<file path="src/rtl/profile_sample_buffer_pkg.sv">
// profile_sample_buffer_pkg: SPR map, CTRL/STATUS field positions
// and the FIFO entry layout shared by the sampler files.
package profile_sample_buffer_pkg;

  localparam logic [15:0] SPR_CTRL      = 16'hF820;
  localparam logic [15:0] SPR_INTERVAL  = 16'hF821;
  localparam logic [15:0] SPR_STATUS    = 16'hF822;
  localparam logic [15:0] SPR_SAMPLE_LO = 16'hF823;
  localparam logic [15:0] SPR_SAMPLE_HI = 16'hF824;

  localparam int CTRL_EN      = 0;
  localparam int CTRL_SEL_LSB = 1;
  localparam int CTRL_SEL_MSB = 3;
  localparam int CTRL_IRQ     = 4;

  localparam int ST_LEVEL_MSB = 6;
  localparam int ST_OVF       = 8;
  localparam int ST_EMPTY     = 9;
  localparam int ST_FULL      = 10;
  localparam int ST_DROP_LSB  = 16;
  localparam int ST_DROP_MSB  = 23;
  localparam int ST_CLEAR     = 31;

  typedef struct packed {
    logic [31:0] evt;
    logic [31:0] cyc;
  } sample_t;

endpackage

</file>
<file path="src/rtl/profile_sample_buffer_fifo.sv">
// profile_sample_fifo: DEPTH x 64-bit first-word fall-through FIFO.
// A push is accepted when full only if a pop retires the head that cycle.
module profile_sample_fifo
  import profile_sample_buffer_pkg::*;
#(
  parameter int DEPTH = 16,
  localparam int AW = $clog2(DEPTH)
) (
  input  logic    clock,
  input  logic    reset,
  input  logic    i_push,
  input  sample_t i_data,
  input  logic    i_pop,
  output sample_t o_data,
  output logic    o_full,
  output logic    o_empty,
  output logic [AW:0] o_level
);

  sample_t       r_mem [DEPTH];
  logic [AW-1:0] r_wptr;
  logic [AW-1:0] r_rptr;
  logic [AW:0]   r_level;
  logic          w_doPush;
  logic          w_doPop;

  assign o_full   = (r_level == (AW+1)'(DEPTH));
  assign o_empty  = (r_level == '0);
  assign w_doPop  = i_pop & ~o_empty;
  assign w_doPush = i_push & (~o_full | w_doPop);
  assign o_data   = o_empty ? '0 : r_mem[r_rptr];
  assign o_level  = r_level;

  // storage write; when full the slot being written is the head retiring now
  always_ff @(posedge clock) begin
    if (w_doPush) r_mem[r_wptr] <= i_data;
  end

  // pointers and occupancy
  always_ff @(posedge clock) begin
    if (reset) begin
      r_wptr  <= '0;
      r_rptr  <= '0;
      r_level <= '0;
    end else begin
      if (w_doPush) r_wptr <= r_wptr + AW'(1);
      if (w_doPop)  r_rptr <= r_rptr + AW'(1);
      if (w_doPush & ~w_doPop)
        r_level <= r_level + (AW+1)'(1);
      else if (~w_doPush & w_doPop)
        r_level <= r_level - (AW+1)'(1);
    end
  end

endmodule

</file>
<file path="src/rtl/profile_sample_buffer.sv">
// profile_sample_buffer: interval-timed snapshots of cycle/event counters
// drained via SPRs. Define PROFILE_SAMPLE_IRQ_EN to add sampleIrq.
module profile_sample_buffer
  import profile_sample_buffer_pkg::*;
#(
  parameter int DEPTH = 16
) (
  input  logic         clock,
  input  logic         reset,
  input  logic         stall,
  input  logic         weSpsr,
  input  logic [15:0]  spsrWriteIndex,
  input  logic [31:0]  dataFromCore,
  input  logic         reSpsr,
  input  logic [15:0]  spsrReadIndex,
  input  logic         profileEnabled,
  input  logic [31:0]  cycleCount,
  input  logic [255:0] eventCounts,
  output logic [31:0]  dataToCore
`ifdef PROFILE_SAMPLE_IRQ_EN
  ,
  output logic         sampleIrq
`endif
);

  localparam int LW = $clog2(DEPTH) + 1;

  logic          r_en;
  logic [2:0]    r_sel;
  logic [31:0]   r_interval;
  logic [31:0]   r_timer;
  logic          r_activeD;
  logic          r_ovf;
  logic [7:0]    r_drop;

  logic          w_wr;
  logic          w_wrCtrl;
  logic          w_wrInt;
  logic          w_wrStat;
  logic          w_active;
  logic          w_rise;
  logic          w_strobe;
  logic          w_pop;
  logic          w_drop;
  logic          w_full;
  logic          w_empty;
  logic          w_irqEnBit;
  logic [LW-1:0] w_level;
  logic [31:0]   w_newInterval;
  logic [31:0]   w_ctrl;
  logic [31:0]   w_status;
  sample_t       w_sample;
  sample_t       w_head;

  assign w_wr     = weSpsr & ~stall;
  assign w_wrCtrl = w_wr & (spsrWriteIndex == SPR_CTRL);
  assign w_wrInt  = w_wr & (spsrWriteIndex == SPR_INTERVAL);
  assign w_wrStat = w_wr & (spsrWriteIndex == SPR_STATUS);
  assign w_pop    = reSpsr & ~stall & (spsrReadIndex == SPR_SAMPLE_HI);

  assign w_active = r_en & profileEnabled;
  assign w_rise   = w_active & ~r_activeD;
  assign w_strobe = w_active & ~w_rise & (r_timer == '0);
  assign w_drop   = w_strobe & w_full & ~w_pop;

  assign w_newInterval = (dataFromCore == '0) ? 32'd1 : dataFromCore;
  assign w_sample = {eventCounts[{r_sel, 5'd0} +: 32], cycleCount};

  // CTRL enable and counter select
  always_ff @(posedge clock) begin
    if (reset) begin
      r_en  <= 1'b0;
      r_sel <= '0;
    end else if (w_wrCtrl) begin
      r_en  <= dataFromCore[CTRL_EN];
      r_sel <= dataFromCore[CTRL_SEL_MSB:CTRL_SEL_LSB];
    end
  end

  // INTERVAL register, zero stored as one
  always_ff @(posedge clock) begin
    if (reset)        r_interval <= 32'd1;
    else if (w_wrInt) r_interval <= w_newInterval;
  end

  // previous-cycle active, for rising-edge detection
  always_ff @(posedge clock) begin
    if (reset) r_activeD <= 1'b0;
    else       r_activeD <= w_active;
  end

  // interval timer: reload on write/rise/expiry, count while active
  always_ff @(posedge clock) begin
    if (reset)         r_timer <= '0;
    else if (w_wrInt)  r_timer <= w_newInterval - 32'd1;
    else if (w_rise)   r_timer <= r_interval - 32'd1;
    else if (w_strobe) r_timer <= r_interval - 32'd1;
    else if (w_active) r_timer <= r_timer - 32'd1;
  end

  // sticky overflow and saturating drop counter
  always_ff @(posedge clock) begin
    if (reset) begin
      r_ovf  <= 1'b0;
      r_drop <= '0;
    end else if (w_wrStat & dataFromCore[ST_CLEAR]) begin
      r_ovf  <= 1'b0;
      r_drop <= '0;
    end else if (w_drop) begin
      r_ovf <= 1'b1;
      if (r_drop != 8'hFF) r_drop <= r_drop + 8'd1;
    end
  end

  profile_sample_fifo #(
    .DEPTH (DEPTH)
  ) u_fifo (
    .clock   (clock),
    .reset   (reset),
    .i_push  (w_strobe),
    .i_data  (w_sample),
    .i_pop   (w_pop),
    .o_data  (w_head),
    .o_full  (w_full),
    .o_empty (w_empty),
    .o_level (w_level)
  );

`ifdef PROFILE_SAMPLE_IRQ_EN
  logic r_irqEn;
  logic r_irq;

  // CTRL interrupt enable
  always_ff @(posedge clock) begin
    if (reset)         r_irqEn <= 1'b0;
    else if (w_wrCtrl) r_irqEn <= dataFromCore[CTRL_IRQ];
  end

  // level interrupt: half full or overflowed
  always_ff @(posedge clock) begin
    if (reset) r_irq <= 1'b0;
    else r_irq <= r_irqEn &
                  ((w_level >= LW'(DEPTH / 2)) | r_ovf);
  end

  assign w_irqEnBit = r_irqEn;
  assign sampleIrq  = r_irq;
`else
  assign w_irqEnBit = 1'b0;
`endif

  // SPR read decode
  always_comb begin
    w_ctrl = '0;
    w_ctrl[CTRL_EN] = r_en;
    w_ctrl[CTRL_SEL_MSB:CTRL_SEL_LSB] = r_sel;
    w_ctrl[CTRL_IRQ] = w_irqEnBit;
    w_status = '0;
    w_status[ST_LEVEL_MSB:0] = 7'(w_level);
    w_status[ST_OVF] = r_ovf;
    w_status[ST_EMPTY] = w_empty;
    w_status[ST_FULL] = w_full;
    w_status[ST_DROP_MSB:ST_DROP_LSB] = r_drop;
    dataToCore = '0;
    unique case (spsrReadIndex)
      SPR_CTRL:      dataToCore = w_ctrl;
      SPR_INTERVAL:  dataToCore = r_interval;
      SPR_STATUS:    dataToCore = w_status;
      SPR_SAMPLE_LO: dataToCore = w_head.cyc;
      SPR_SAMPLE_HI: dataToCore = w_head.evt;
      default:       dataToCore = '0;
    endcase
  end

endmodule

</file>
<file path="config.mk">
export PLATFORM = sky130hd
export DESIGN_NAME = profile_sample_buffer
export DESIGN_NICKNAME = d
export VERILOG_FILES = /design/src/rtl/profile_sample_buffer_pkg.sv /design/src/rtl/profile_sample_buffer_fifo.sv /design/src/rtl/profile_sample_buffer.sv
export SDC_FILE = /design/constraint.sdc
export NUM_CORES = 1
export LEC_CHECK = 0
export ABC_AREA = 0
export CORE_ASPECT_RATIO = 1.75
export CORE_MARGIN = 8
export CORE_UTILIZATION = 31
export DETAILED_ROUTE_END_ITERATION = 12
export HOLD_SLACK_MARGIN = 0.05
export PLACE_DENSITY_LB_ADDON = 0.15
export SLEW_MARGIN = 20
export SYNTH_ARGS = -nofsm -noshare
export SYNTH_HDL_FRONTEND = slang
export SYNTH_SLANG_ARGS = --single-unit
</file>
<file path="constraint.sdc">
create_clock -name clock -period 7.13 [get_ports clock]
set_input_delay 0.713 -clock clock [delete_from_list [all_inputs] [get_ports clock]]
set_output_delay 0.713 -clock clock [all_outputs]
set_load 0.01 [all_outputs]
</file>
==> results of run 1 <==
-- layout by cell type, fill, tap and decap left out, types with 10 or more instances in the layout --
cell type / instances
edfxtp_1: 1024
clkdlybuf4s50_1: 388
mux4_2: 384
nand2_1: 124
clkbuf_16: 103
dfxtp_1: 88
nor2_1: 69
a21oi_1: 63
buf_4: 47
nor3_1: 36
xor2_1: 36
mux2_2: 33
xnor2_1: 33
nor4_1: 32
o21ai_0: 29
nand3_1: 28
inv_1: 26
nor2b_1: 25
clkinv_1: 23
mux2i_1: 19
or3_1: 18
o221ai_1: 16
a221o_1: 16
and2_4: 16
clkbuf_1: 16
clkinv_2: 16
a221oi_1: 15
a22oi_1: 14
ha_1: 14
nand4_1: 13
or4_1: 11
o211ai_1: 10
buf_12: 10
-- critical path, cell delays in order (launching register included) --
cell	delay, ns
dfxtp_4	0.98
buf_4	0.61
mux4_2	0.42
mux4_2	0.60
nor2b_1	0.18
a221o_1	0.29
clkdlybuf4s50_1	0.49
-- per-layer routing --
metal	track usage, %	routed length, um	vias up
met5	0	27	-
met4	6.00	5340	4
met3	3.05	7220	216
met2	30.1	73300	943
met1	20.4	57500	13585
li1	-	-	11100
-- registers in the layout, summed over array words and instances, names as in the netlist, named ones only --
register	count
u_fifo.o_level	5
r_interval	32
r_ovf	1
u_fifo.r_rptr	4
r_activeD	1
u_fifo.r_mem	1024
r_timer	32
r_en	1
r_drop	8
u_fifo.r_wptr	4
r_sel	3
-- cells by family after synthesis --
group           share of synthesized area [%]
fa+ha+maj                               0.413
simple gates                             4.71
buf+inv                                  1.68
mux                                      19.5
xor+xnor                                 1.28
flops                                    69.1
compound gates                           3.35
-- through the flow --
step | std cells | power (uW) | utilization, % | setup WS, ns
floorplan | 2461 | 7370 | - | 2.73
global placement | 4765 | 7670 | 35.4 | 2.09
detailed placement | 4765 | 7680 | 35.4 | 2.07
CTS | 4950 | 13100 | 37.5 | 1.93
global route | 4951 | 13300 | 37.5 | 1.88
finish | 4952 | 12900 | 37.5 | 2.08
-- report_power, final --
part	switching, uW	internal (uW)	leakage [uW]	total [uW]
combinational	176	212	0.00552	389
sequential	0.00527	7150	0.00997	7150
clock	2450	2920	0.00155	5370
-- path summary, 6_finish.rpt --
kind / start / end / slack [ns] / cells after the start
setup reg to reg: r_timer[14]$_SDFFE_PP0P_ / u_fifo.r_mem[3][49]$_DFFE_PP_ / 2.40 / 7
setup / recovery: flip-flop / dataToCore[25] / 2.08 / 6
hold reg to reg: r_timer[27]$_SDFFE_PP0P_ / r_timer[27]$_SDFFE_PP0P_ / 0.47 / 2
hold / removal: r_timer[27]$_SDFFE_PP0P_ / r_timer[27]$_SDFFE_PP0P_ / 0.47 / 2
-- layout make-up --
type | instances | area [um^2]
Fill cell | 13828 | 94800
Sequential cell | 1119 | 32700
Multi-Input combinational cell | 1169 | 13900
Timing Repair Buffer | 446 | 4440
Clock buffer | 121 | 2670
Tap cell | 2005 | 2510
Clock inverter | 64 | 538
Inverter | 26 | 97.6
Antenna cell | 2 | 5.00
==> flow_results.xml, run 1 <==
<?xml version="1.0" encoding="UTF-8"?>
<metrics>
  <group name="outcome">
    <metric name="status" unit="">completed</metric>
  </group>
  <group name="yosys">
    <metric name="synth_edf_count" unit="">1024</metric>
    <metric name="synth_area_per_cell" unit="um^2">19.2</metric>
    <metric name="post-synth-top-count-cell" unit="">edfxtp_1</metric>
    <metric name="synthCells" unit="">2461</metric>
    <metric name="synth_warnings" unit="">0</metric>
    <metric name="postSynthRegisterBits" unit="">1119</metric>
    <metric name="synth_flop_cell" unit="">edfxtp_1</metric>
    <metric name="synth.cell_area" unit="um^2">47300</metric>
    <metric name="area_share_of_the_largest_cell_type_after_synthesis" unit="%">65.0</metric>
    <metric name="synthArstFlopShare" unit="%">0</metric>
    <metric name="synth_top_area_cell" unit="">edfxtp_1</metric>
    <metric name="synth_cell_type_count" unit="">78</metric>
    <metric name="synth_seq_area_share" unit="%">69.1</metric>
    <metric name="synthTopCellsByArea" unit="">edfxtp_1 65%, mux4_2 18%, dfxtp_1 4.0%, nand2_1 0.98%, mux2_2 0.79%</metric>
    <metric name="synth.top_cells.by_count" unit="">1024 x edfxtp_1, 384 x mux4_2, 124 x nand2_1, 95 x dfxtp_1, 83 x clkbuf_1</metric>
    <metric name="syn-num-nets" unit="">2834</metric>
  </group>
  <group name="floorplan">
    <metric name="fp.dieArea" unit="um^2">166000</metric>
    <metric name="starting_density" unit="%">31.2</metric>
    <metric name="top_level_ports" unit="">390</metric>
    <metric name="num_rows" unit="">189</metric>
    <metric name="die_x" unit="um">311</metric>
    <metric name="die_h" unit="um">533</metric>
    <metric name="floorplan.core_area" unit="um^2">152000</metric>
  </group>
  <group name="cts">
    <metric name="clockRootBuffer" unit="">clkbuf_16</metric>
    <metric name="cts-hold-fix-buffers" unit="">0</metric>
    <metric name="clock_sinks" unit="">1119</metric>
    <metric name="cts-buffers-inserted" unit="">101</metric>
    <metric name="clk_pin_slew_worst_paths" unit="ns">0.07</metric>
    <metric name="worst_skew_pair.late_latency" unit="ns">0.71</metric>
    <metric name="htree_num_levels" unit="">3</metric>
    <metric name="clock_path_buffers" unit="">3</metric>
    <metric name="post_cts_resized" unit="">0</metric>
    <metric name="post_cts_buffers" unit="">0</metric>
    <metric name="cts_tree" unit="">yes</metric>
  </group>
  <group name="finish">
    <metric name="final_layout_size_suffix_gt1_share" unit="%">22.8</metric>
    <metric name="fin_nets" unit="">3236</metric>
    <metric name="fin_area" unit="um^2">56800</metric>
    <metric name="synthToLayoutAreaGrowth" unit="%">20.2</metric>
  </group>
  <group name="sta">
    <metric name="timing.clock.skew" unit="ns">0.0443</metric>
    <metric name="hold_ws" unit="ns">0.475</metric>
    <metric name="layout_min_cycle_time" unit="ns">5.05</metric>
    <metric name="max_slew.worst_pin.slew" unit="ns">1.05</metric>
    <metric name="max_freq" unit="GHz">0.198</metric>
    <metric name="report.final.slew_viol_count" unit="">0</metric>
    <metric name="final.period_utilization" unit="%">70.9</metric>
    <metric name="timing.final.hold_violations" unit="">0</metric>
    <metric name="grt_setup_unrepaired" unit="">no</metric>
    <metric name="slew-limit-headroom" unit="%">29.3</metric>
    <metric name="finalSetupViolations" unit="">0</metric>
    <metric name="setup_total_negative_slack" unit="ns">0</metric>
  </group>
  <group name="worst_hold_path">
    <metric name="worst_hold_path_type" unit="">flip-flop to flip-flop</metric>
  </group>
  <group name="pwr">
    <metric name="power_density" unit="nW/um^2">227</metric>
    <metric name="p_leak" unit="uW">0.0170</metric>
    <metric name="ir_worst_vdd" unit="V">0.000159</metric>
  </group>
  <group name="critical_path">
    <metric name="critical_path_required" unit="ns">6.42</metric>
    <metric name="worst-setup-path-type" unit="">flip-flop to output pin</metric>
    <metric name="setup_crit_start_kind" unit="">flip-flop</metric>
    <metric name="crit_fanout" unit="">57</metric>
    <metric name="critical_path_arrival" unit="ns">4.34</metric>
    <metric name="critical_path_endpoint_category" unit="">output pin</metric>
  </group>
  <group name="global_route">
    <metric name="grt_pass1_wl" unit="mm">206</metric>
    <metric name="globalRouteOverflowTotal" unit="">0</metric>
    <metric name="grt_pass1_vias" unit="">28210</metric>
    <metric name="number_of_antenna_violations_at_the_first_check_in_global_routing" unit="">12</metric>
    <metric name="grt_max_degree" unit="">89</metric>
    <metric name="grt_usage" unit="%">16.9</metric>
  </group>
  <group name="routing">
    <metric name="drt_antenna_net_count" unit="">0</metric>
    <metric name="detailed_route_wl" unit="mm">143</metric>
    <metric name="via_per_inst" unit="">5.22</metric>
    <metric name="detailedRoute.firstPassIterationCount" unit="">6</metric>
    <metric name="detailedRoute.firstIterationViolations" unit="">1646</metric>
    <metric name="average_wire_per_cell_in_the_routed_design" unit="um">29.0</metric>
    <metric name="routed-via-count" unit="">25848</metric>
    <metric name="detail_route.drc_violations" unit="">0</metric>
  </group>
  <group name="place">
    <metric name="placed_area" unit="um^2">53600</metric>
    <metric name="dpl.hpwl" unit="mm">95.1</metric>
    <metric name="numPortBuffers" unit="">389</metric>
    <metric name="routabilityCongestion" unit="">0.878</metric>
  </group>
  <group name="run">
    <metric name="max-cap-violations" unit="">0</metric>
  </group>
</metrics>
Note: power is estimated with default switching activity, not from simulation.
==> run 2: changes to the inputs <==
- clock period: 7.13 -> 4.4 ns (I/O delays scaled with it)
==> run 2 against run 1 <==
  * Non-clock buffer count up 74
  * Combinational power up 62%
  * First-iteration DRC count up 25%
  * Die area unchanged
  * Critical path depth unchanged
  * Sequential power up 62%
  * Core utilization up 0.92 points
  * Largest power group unchanged
  * Final cell count up 1.5%
  * Worst hold slack worse by 0.17 ns
  * Via count up 1.9%
  * Global-route usage up 0.44 points
  * Largest cell class unchanged
==> flow_results.xml, run 2 (same netlist as run 1, synthesis figures left out) <==
<?xml version="1.0" encoding="UTF-8"?>
<metrics>
  <group name="cts">
    <metric name="post_cts_buffers" unit="">0</metric>
    <metric name="clock_path_buffers" unit="">3</metric>
    <metric name="worst_skew_pair.late_latency" unit="ns">0.71</metric>
    <metric name="cts-hold-fix-buffers" unit="">0</metric>
    <metric name="clk_pin_slew_worst_paths" unit="ns">0.08</metric>
    <metric name="cts-buffers-inserted" unit="">100</metric>
    <metric name="clockRootBuffer" unit="">clkbuf_16</metric>
    <metric name="cts_tree" unit="">yes</metric>
    <metric name="post_cts_resized" unit="">0</metric>
    <metric name="clock_sinks" unit="">1119</metric>
    <metric name="htree_num_levels" unit="">3</metric>
  </group>
  <group name="pwr">
    <metric name="internal_power" unit="uW">17000</metric>
    <metric name="p_sw_share" unit="%">20.1</metric>
    <metric name="power.share.clock" unit="%">42.7</metric>
    <metric name="p_leak" unit="uW">0.0176</metric>
    <metric name="seq_power_share" unit="%">54.3</metric>
    <metric name="power_density" unit="nW/um^2">366</metric>
    <metric name="switchingPower" unit="uW">4290</metric>
    <metric name="ir_worst_vdd" unit="V">0.000270</metric>
    <metric name="comb_power_share" unit="%">3.0</metric>
  </group>
  <group name="critical_path">
    <metric name="setup_crit_start_kind" unit="">flip-flop</metric>
    <metric name="critical_path_endpoint_category" unit="">output pin</metric>
    <metric name="buffer_and_inverter_count_on_the_worst_path" unit="">2</metric>
    <metric name="worst-setup-path-type" unit="">flip-flop to output pin</metric>
    <metric name="worstPathCellList" unit="">buf_12 &gt; mux4_2 &gt; mux4_2 &gt; nor2b_1 &gt; a221o_1 &gt; clkdlybuf4s50_1</metric>
    <metric name="slowest_stage" unit="">mux4_2</metric>
    <metric name="critical_path_arrival" unit="ns">3.75</metric>
    <metric name="crit_fanout" unit="">60</metric>
    <metric name="crit_path_max_incr_delay" unit="ns">0.59</metric>
    <metric name="r2r_setup_slack" unit="ns">0.44</metric>
    <metric name="critical_path_required" unit="ns">3.96</metric>
    <metric name="critPathTopFamily" unit="">multiplexers</metric>
    <metric name="critical-path-top-cell-by-count" unit="">mux4_2</metric>
  </group>
  <group name="sta">
    <metric name="max_freq" unit="GHz">0.238</metric>
    <metric name="setup_total_negative_slack" unit="ns">0</metric>
    <metric name="timing.clock.skew" unit="ns">0.0390</metric>
    <metric name="slew-limit-headroom" unit="%">29.2</metric>
    <metric name="hold_ws" unit="ns">0.308</metric>
    <metric name="timing.final.hold_violations" unit="">0</metric>
    <metric name="final.period_utilization" unit="%">95.3</metric>
    <metric name="finalSetupViolations" unit="">0</metric>
    <metric name="report.final.slew_viol_count" unit="">0</metric>
    <metric name="post_route_setup_slack" unit="ns">0.206</metric>
    <metric name="grt_setup_unrepaired" unit="">no</metric>
    <metric name="layout_min_cycle_time" unit="ns">4.19</metric>
    <metric name="max_slew.worst_pin.slew" unit="ns">1.06</metric>
  </group>
  <group name="worst_hold_path">
    <metric name="worst_hold_path_type" unit="">input pin to flip-flop</metric>
  </group>
  <group name="finish">
    <metric name="layout_common_cells" unit="">1024 x edfxtp_1, 388 x clkdlybuf4s50_1, 384 x mux4_2</metric>
    <metric name="synthToLayoutAreaGrowth" unit="%">23.1</metric>
    <metric name="layout.filler_cells" unit="">13679</metric>
    <metric name="fin_nets" unit="">3309</metric>
    <metric name="largest_register_ffs" unit="">1024</metric>
    <metric name="top_regs" unit="">u_fifo.r_mem (1024), r_interval (32), r_timer (32)</metric>
    <metric name="largest-register" unit="">u_fifo.r_mem</metric>
    <metric name="final_layout_size_suffix_gt1_share" unit="%">24.9</metric>
    <metric name="final_common_cell" unit="">edfxtp_1</metric>
  </group>
  <group name="outcome">
    <metric name="status" unit="">completed</metric>
  </group>
  <group name="routing">
    <metric name="detailedRoute.firstIterationViolations" unit="">2059</metric>
    <metric name="detailedRoute.firstPassIterationCount" unit="">5</metric>
    <metric name="drt_antenna_net_count" unit="">0</metric>
    <metric name="detail_route.drc_violations" unit="">0</metric>
    <metric name="average_wire_per_cell_in_the_routed_design" unit="um">29.2</metric>
    <metric name="via_per_inst" unit="">5.24</metric>
    <metric name="detailed_route_wl" unit="mm">147</metric>
    <metric name="routed-via-count" unit="">26344</metric>
  </group>
  <group name="place">
    <metric name="dpl.hpwl" unit="mm">96.9</metric>
    <metric name="routabilityCongestion" unit="">0.913</metric>
    <metric name="post-place-ws" unit="ns">0.225</metric>
    <metric name="numPortBuffers" unit="">389</metric>
  </group>
  <group name="floorplan">
    <metric name="die_h" unit="um">533</metric>
    <metric name="num_rows" unit="">189</metric>
    <metric name="die_x" unit="um">311</metric>
    <metric name="floorplan.core_area" unit="um^2">152000</metric>
    <metric name="fp.dieArea" unit="um^2">166000</metric>
    <metric name="top_level_ports" unit="">390</metric>
    <metric name="starting_density" unit="%">31.2</metric>
  </group>
  <group name="global_route">
    <metric name="grt_usage" unit="%">17.4</metric>
    <metric name="grt_max_degree" unit="">70</metric>
    <metric name="grt_pass1_wl" unit="mm">210</metric>
    <metric name="globalRouteOverflowTotal" unit="">0</metric>
    <metric name="number_of_antenna_violations_at_the_first_check_in_global_routing" unit="">18</metric>
    <metric name="grt_pass1_vias" unit="">28771</metric>
  </group>
  <group name="run">
    <metric name="max-cap-violations" unit="">0</metric>
  </group>
</metrics>
run 2: changes by cell type in the layout (fill, tap and decap cells not counted), sizes merged:
cell,before,now
buf,58,132
bufinv,7,14
clkinv,45,40
diode,2,5
clkbuf,121,119
inv,29,28
run 2: stage by stage:
step                power [uW]  cells  cell area (um^2)  util (%)
finish                   21300   5028             58200      38.4
global route             21900   5024             58200      38.4
CTS                      21600   5023             58200      38.4
detailed placement       12400   4839             54800      36.2
global placement         12400   4839             54800      36.2
floorplan                11900   2461             47300         -
run 2: power by group through the flow:
stage               combinational, uW  clock, uW  sequential (uW)
floorplan                         135          0            11800
global placement                  619          0            11800
detailed placement                638          0            11800
CTS                               641       9340            11600
global route                      676       9690            11600
finish                            631       9100            11600
run 2: per-layer routing:
layer  vias up  GRT usage, %  part of all wire [%]
met2       995          30.6                    51
met5         -             0                 0.040
met4        10          6.12                   3.5
li1      11232             -                     -
met3       245          3.08                   5.3
met1     13862          21.3                    40
run 2: final cells by class:
class / count / area, um^2 / share of cell area, %
diodes: 5 / 12.5 / 0.0215
clock buffers: 119 / 2620 / 4.49
clock inverters: 65 / 743 / 1.28
inverters: 26 / 97.6 / 0.168
multi-input cells: 1169 / 13900 / 23.9
flip-flops and latches: 1119 / 32700 / 56.1
well taps: 2005 / 2510 / 4.31
repair buffers: 520 / 5660 / 9.72
run 2: path summary, 6_finish.rpt:
check,cells past startpoint,end,from
hold / removal,2,r_interval[17]$_SDFFE_PP0P_,reset
hold reg to reg,2,r_timer[27]$_SDFFE_PP0P_,r_timer[27]$_SDFFE_PP0P_
setup reg to reg,13,u_fifo.o_level[4]$_SDFFE_PP0P_,r_timer[14]$_SDFFE_PP0P_
setup / recovery,6,dataToCore[27],flip-flop
==> run 3: changes to the inputs <==
- TNS_END_PERCENT: default -> 10
==> run 3 against run 2 <==
  * Fmax is 0.21% higher
  * Largest cell class unchanged
  * Combinational power hardly changed
  * Sequential share of layout area is 0.084 points lower
  * Sequential cell count stayed put
  * Critical endpoint is now dataToCore[13]
==> flow_results.xml, run 3 (same netlist as run 1, synthesis figures left out) <==
<?xml version="1.0" encoding="UTF-8"?>
<metrics>
  <group name="pwr">
    <metric name="power.share.clock" unit="%">43.5</metric>
    <metric name="ir_worst_vdd" unit="V">0.000313</metric>
    <metric name="p_leak" unit="uW">0.0177</metric>
    <metric name="switchingPower" unit="uW">4370</metric>
    <metric name="comb_power_share" unit="%">2.9</metric>
    <metric name="internal_power" unit="uW">17200</metric>
    <metric name="power_density" unit="nW/um^2">371</metric>
    <metric name="p_sw_share" unit="%">20.2</metric>
    <metric name="seq_power_share" unit="%">53.6</metric>
  </group>
  <group name="cts">
    <metric name="worst_skew_pair.late_latency" unit="ns">0.72</metric>
    <metric name="cts_tree" unit="">yes</metric>
    <metric name="clockRootBuffer" unit="">clkbuf_16</metric>
    <metric name="htree_num_levels" unit="">3</metric>
    <metric name="post_cts_buffers" unit="">5</metric>
    <metric name="cts-hold-fix-buffers" unit="">0</metric>
    <metric name="clk_pin_slew_worst_paths" unit="ns">0.07</metric>
    <metric name="clock_path_buffers" unit="">3</metric>
    <metric name="cts-buffers-inserted" unit="">103</metric>
    <metric name="post_cts_resized" unit="">0</metric>
    <metric name="clock_sinks" unit="">1119</metric>
  </group>
  <group name="critical_path">
    <metric name="r2r_start" unit="">r_timer[14]$_SDFFE_PP0P_</metric>
    <metric name="r2r_setup_slack" unit="ns">0.38</metric>
    <metric name="critical_path_arrival" unit="ns">3.74</metric>
    <metric name="setup_crit_start_kind" unit="">flip-flop</metric>
    <metric name="crit_path_max_incr_delay" unit="ns">0.67</metric>
    <metric name="critPathTopFamily" unit="">multiplexers</metric>
    <metric name="worst-setup-path-type" unit="">flip-flop to output pin</metric>
    <metric name="worst_r2r_path_depth" unit="">13</metric>
    <metric name="crit_fanout" unit="">49</metric>
    <metric name="critical-path-top-cell-by-count" unit="">mux4_2</metric>
    <metric name="slowest_stage" unit="">dfxtp_4</metric>
    <metric name="worstPathCellList" unit="">buf_12 &gt; mux4_2 &gt; mux4_2 &gt; nor2b_1 &gt; a221o_1 &gt; clkdlybuf4s50_1</metric>
    <metric name="buffer_and_inverter_count_on_the_worst_path" unit="">2</metric>
    <metric name="critical_path_required" unit="ns">3.96</metric>
    <metric name="timing.rr.end" unit="">u_fifo.o_level[4]$_SDFFE_PP0P_</metric>
    <metric name="critical_path_endpoint_category" unit="">output pin</metric>
  </group>
  <group name="finish">
    <metric name="final_common_cell" unit="">edfxtp_1</metric>
    <metric name="top_regs" unit="">u_fifo.r_mem (1024), r_interval (32), r_timer (32)</metric>
    <metric name="largest_register_ffs" unit="">1024</metric>
    <metric name="fin_nets" unit="">3317</metric>
    <metric name="fin_area" unit="um^2">58300</metric>
    <metric name="layout.filler_cells" unit="">13692</metric>
    <metric name="largest-register" unit="">u_fifo.r_mem</metric>
    <metric name="final_layout_size_suffix_gt1_share" unit="%">25.4</metric>
    <metric name="synthToLayoutAreaGrowth" unit="%">23.3</metric>
    <metric name="layout_common_cells" unit="">1024 x edfxtp_1, 388 x clkdlybuf4s50_1, 384 x mux4_2</metric>
  </group>
  <group name="place">
    <metric name="dpl.hpwl" unit="mm">97.7</metric>
    <metric name="numPortBuffers" unit="">389</metric>
    <metric name="routabilityCongestion" unit="">0.886</metric>
    <metric name="placed_area" unit="um^2">54700</metric>
  </group>
  <group name="routing">
    <metric name="average_wire_per_cell_in_the_routed_design" unit="um">29.3</metric>
    <metric name="drt_antenna_net_count" unit="">0</metric>
    <metric name="detail_route.drc_violations" unit="">0</metric>
    <metric name="detailedRoute.firstPassIterationCount" unit="">8</metric>
    <metric name="detailed_route_wl" unit="mm">147</metric>
    <metric name="detailedRoute.firstIterationViolations" unit="">1787</metric>
    <metric name="routed-via-count" unit="">26380</metric>
    <metric name="via_per_inst" unit="">5.24</metric>
  </group>
  <group name="global_route">
    <metric name="grt_usage" unit="%">17.4</metric>
    <metric name="globalRouteOverflowTotal" unit="">0</metric>
    <metric name="grt_pass1_vias" unit="">29019</metric>
    <metric name="grt_pass1_wl" unit="mm">211</metric>
    <metric name="number_of_antenna_violations_at_the_first_check_in_global_routing" unit="">22</metric>
    <metric name="grt_max_degree" unit="">70</metric>
  </group>
  <group name="worst_hold_path">
    <metric name="holdPathStages" unit="">2</metric>
    <metric name="hold-path-endpoint" unit="">r_sel[0]$_SDFFE_PP0P_</metric>
    <metric name="worst_hold_path_type" unit="">input pin to flip-flop</metric>
    <metric name="hold_start" unit="">reset</metric>
  </group>
  <group name="sta">
    <metric name="timing.clock.skew" unit="ns">0.0362</metric>
    <metric name="finalSetupViolations" unit="">0</metric>
    <metric name="hold_ws" unit="ns">0.311</metric>
    <metric name="max_freq" unit="GHz">0.239</metric>
    <metric name="max_slew.worst_pin.slew" unit="ns">1.03</metric>
    <metric name="slew-limit-headroom" unit="%">31.0</metric>
    <metric name="timing.final.hold_violations" unit="">0</metric>
    <metric name="grt_setup_unrepaired" unit="">no</metric>
    <metric name="final.period_utilization" unit="%">95.1</metric>
    <metric name="report.final.slew_viol_count" unit="">0</metric>
    <metric name="layout_min_cycle_time" unit="ns">4.18</metric>
  </group>
  <group name="floorplan">
    <metric name="fp.dieArea" unit="um^2">166000</metric>
    <metric name="starting_density" unit="%">31.2</metric>
    <metric name="die_h" unit="um">533</metric>
    <metric name="num_rows" unit="">189</metric>
    <metric name="die_x" unit="um">311</metric>
    <metric name="floorplan.core_area" unit="um^2">152000</metric>
    <metric name="top_level_ports" unit="">390</metric>
  </group>
  <group name="run">
    <metric name="max-cap-violations" unit="">0</metric>
  </group>
  <group name="outcome">
    <metric name="status" unit="">completed</metric>
  </group>
</metrics>
run 3: cell types whose count changed in the layout (fill, tap and decap cells not counted), moves of 3 or more:
| cell | previous run | this run |
|---|---|---|
| buf_12 | 63 | 56 |
| buf_4 | 68 | 80 |
| clkbuf_1 | 17 | 14 |
| clkinv_1 | 16 | 12 |
| clkinv_2 | 14 | 26 |
run 3: through the flow:
| step | worst slack, ns | total power, uW | utilization (%) | TNS [ns] | cells |
|---|---|---|---|---|---|
| floorplan | -0.00131 | 11900 | - | -0.251 | 2461 |
| global placement | 0.165 | 12400 | 36.1 | 0 | 4839 |
| detailed placement | 0.198 | 12400 | 36.1 | 0 | 4839 |
| CTS | 0.117 | 21900 | 38.5 | 0 | 5035 |
| global route | 0.101 | 22300 | 38.5 | 0 | 5036 |
| finish | 0.215 | 21600 | 38.5 | 0 | 5038 |
run 3: area by class of cell:
class                           instances  area (um^2)  area share, %
Clock buffer                          118         2660           4.55
Sequential cell                      1119        32700           56.1
Multi-Input combinational cell       1169        13900           23.8
Tap cell                             2005         2510           4.30
Inverter                               26         97.6          0.167
Timing Repair Buffer                  525         5610           9.62
Clock inverter                         73          847           1.45
Antenna cell                            3         7.51         0.0129
run 3: worst max-delay path by stage:
stage | slack, ns | to | cells past startpoint
floorplan | -0.001 | u_fifo.r_mem[1][0]$_DFFE_PP_ | 9
finish | 0.22 | dataToCore[13] | 6
global route | 0.10 | dataToCore[5] | 6
detailed placement | 0.20 | r_timer[24]$_SDFFE_PP0P_ | 12
CTS | 0.12 | dataToCore[13] | 6
global placement | 0.17 | r_timer[26]$_SDFFE_PP0P_ | 12
run 3: power groups by stage:
stage	logic, uW	registers (uW)	clock network, uW
after global placement	619	11800	0
after floorplan	135	11800	0
final	630	11600	9400
after global routing	673	11600	10000
after detailed placement	637	11800	0
after CTS	639	11600	9660
run 3: layer usage:
| layer | global-route usage [%] | vias to the layer above | routed length (um) |
|---|---|---|---|
| met4 | 6.66 | 10 | 5700 |
| met3 | 3.32 | 240 | 7820 |
| met2 | 31.1 | 969 | 76200 |
| li1 | - | 11248 | - |
| met5 | 0 | - | 65 |
| met1 | 20.6 | 13913 | 57600 |
run 3: worst register-to-register path, stage by stage (launching register included):
cell	delay [ns]
dfxtp_1	0.39
or4_4	0.58
or4_4	0.67
nor4_1	0.34
buf_4	0.19
and2_1	0.19
ha_1	0.18
inv_1	0.08
fa_1	0.39
a21o_1	0.17
a21oi_1	0.19
xnor2_1	0.09
or3_1	0.31
a21oi_1	0.14
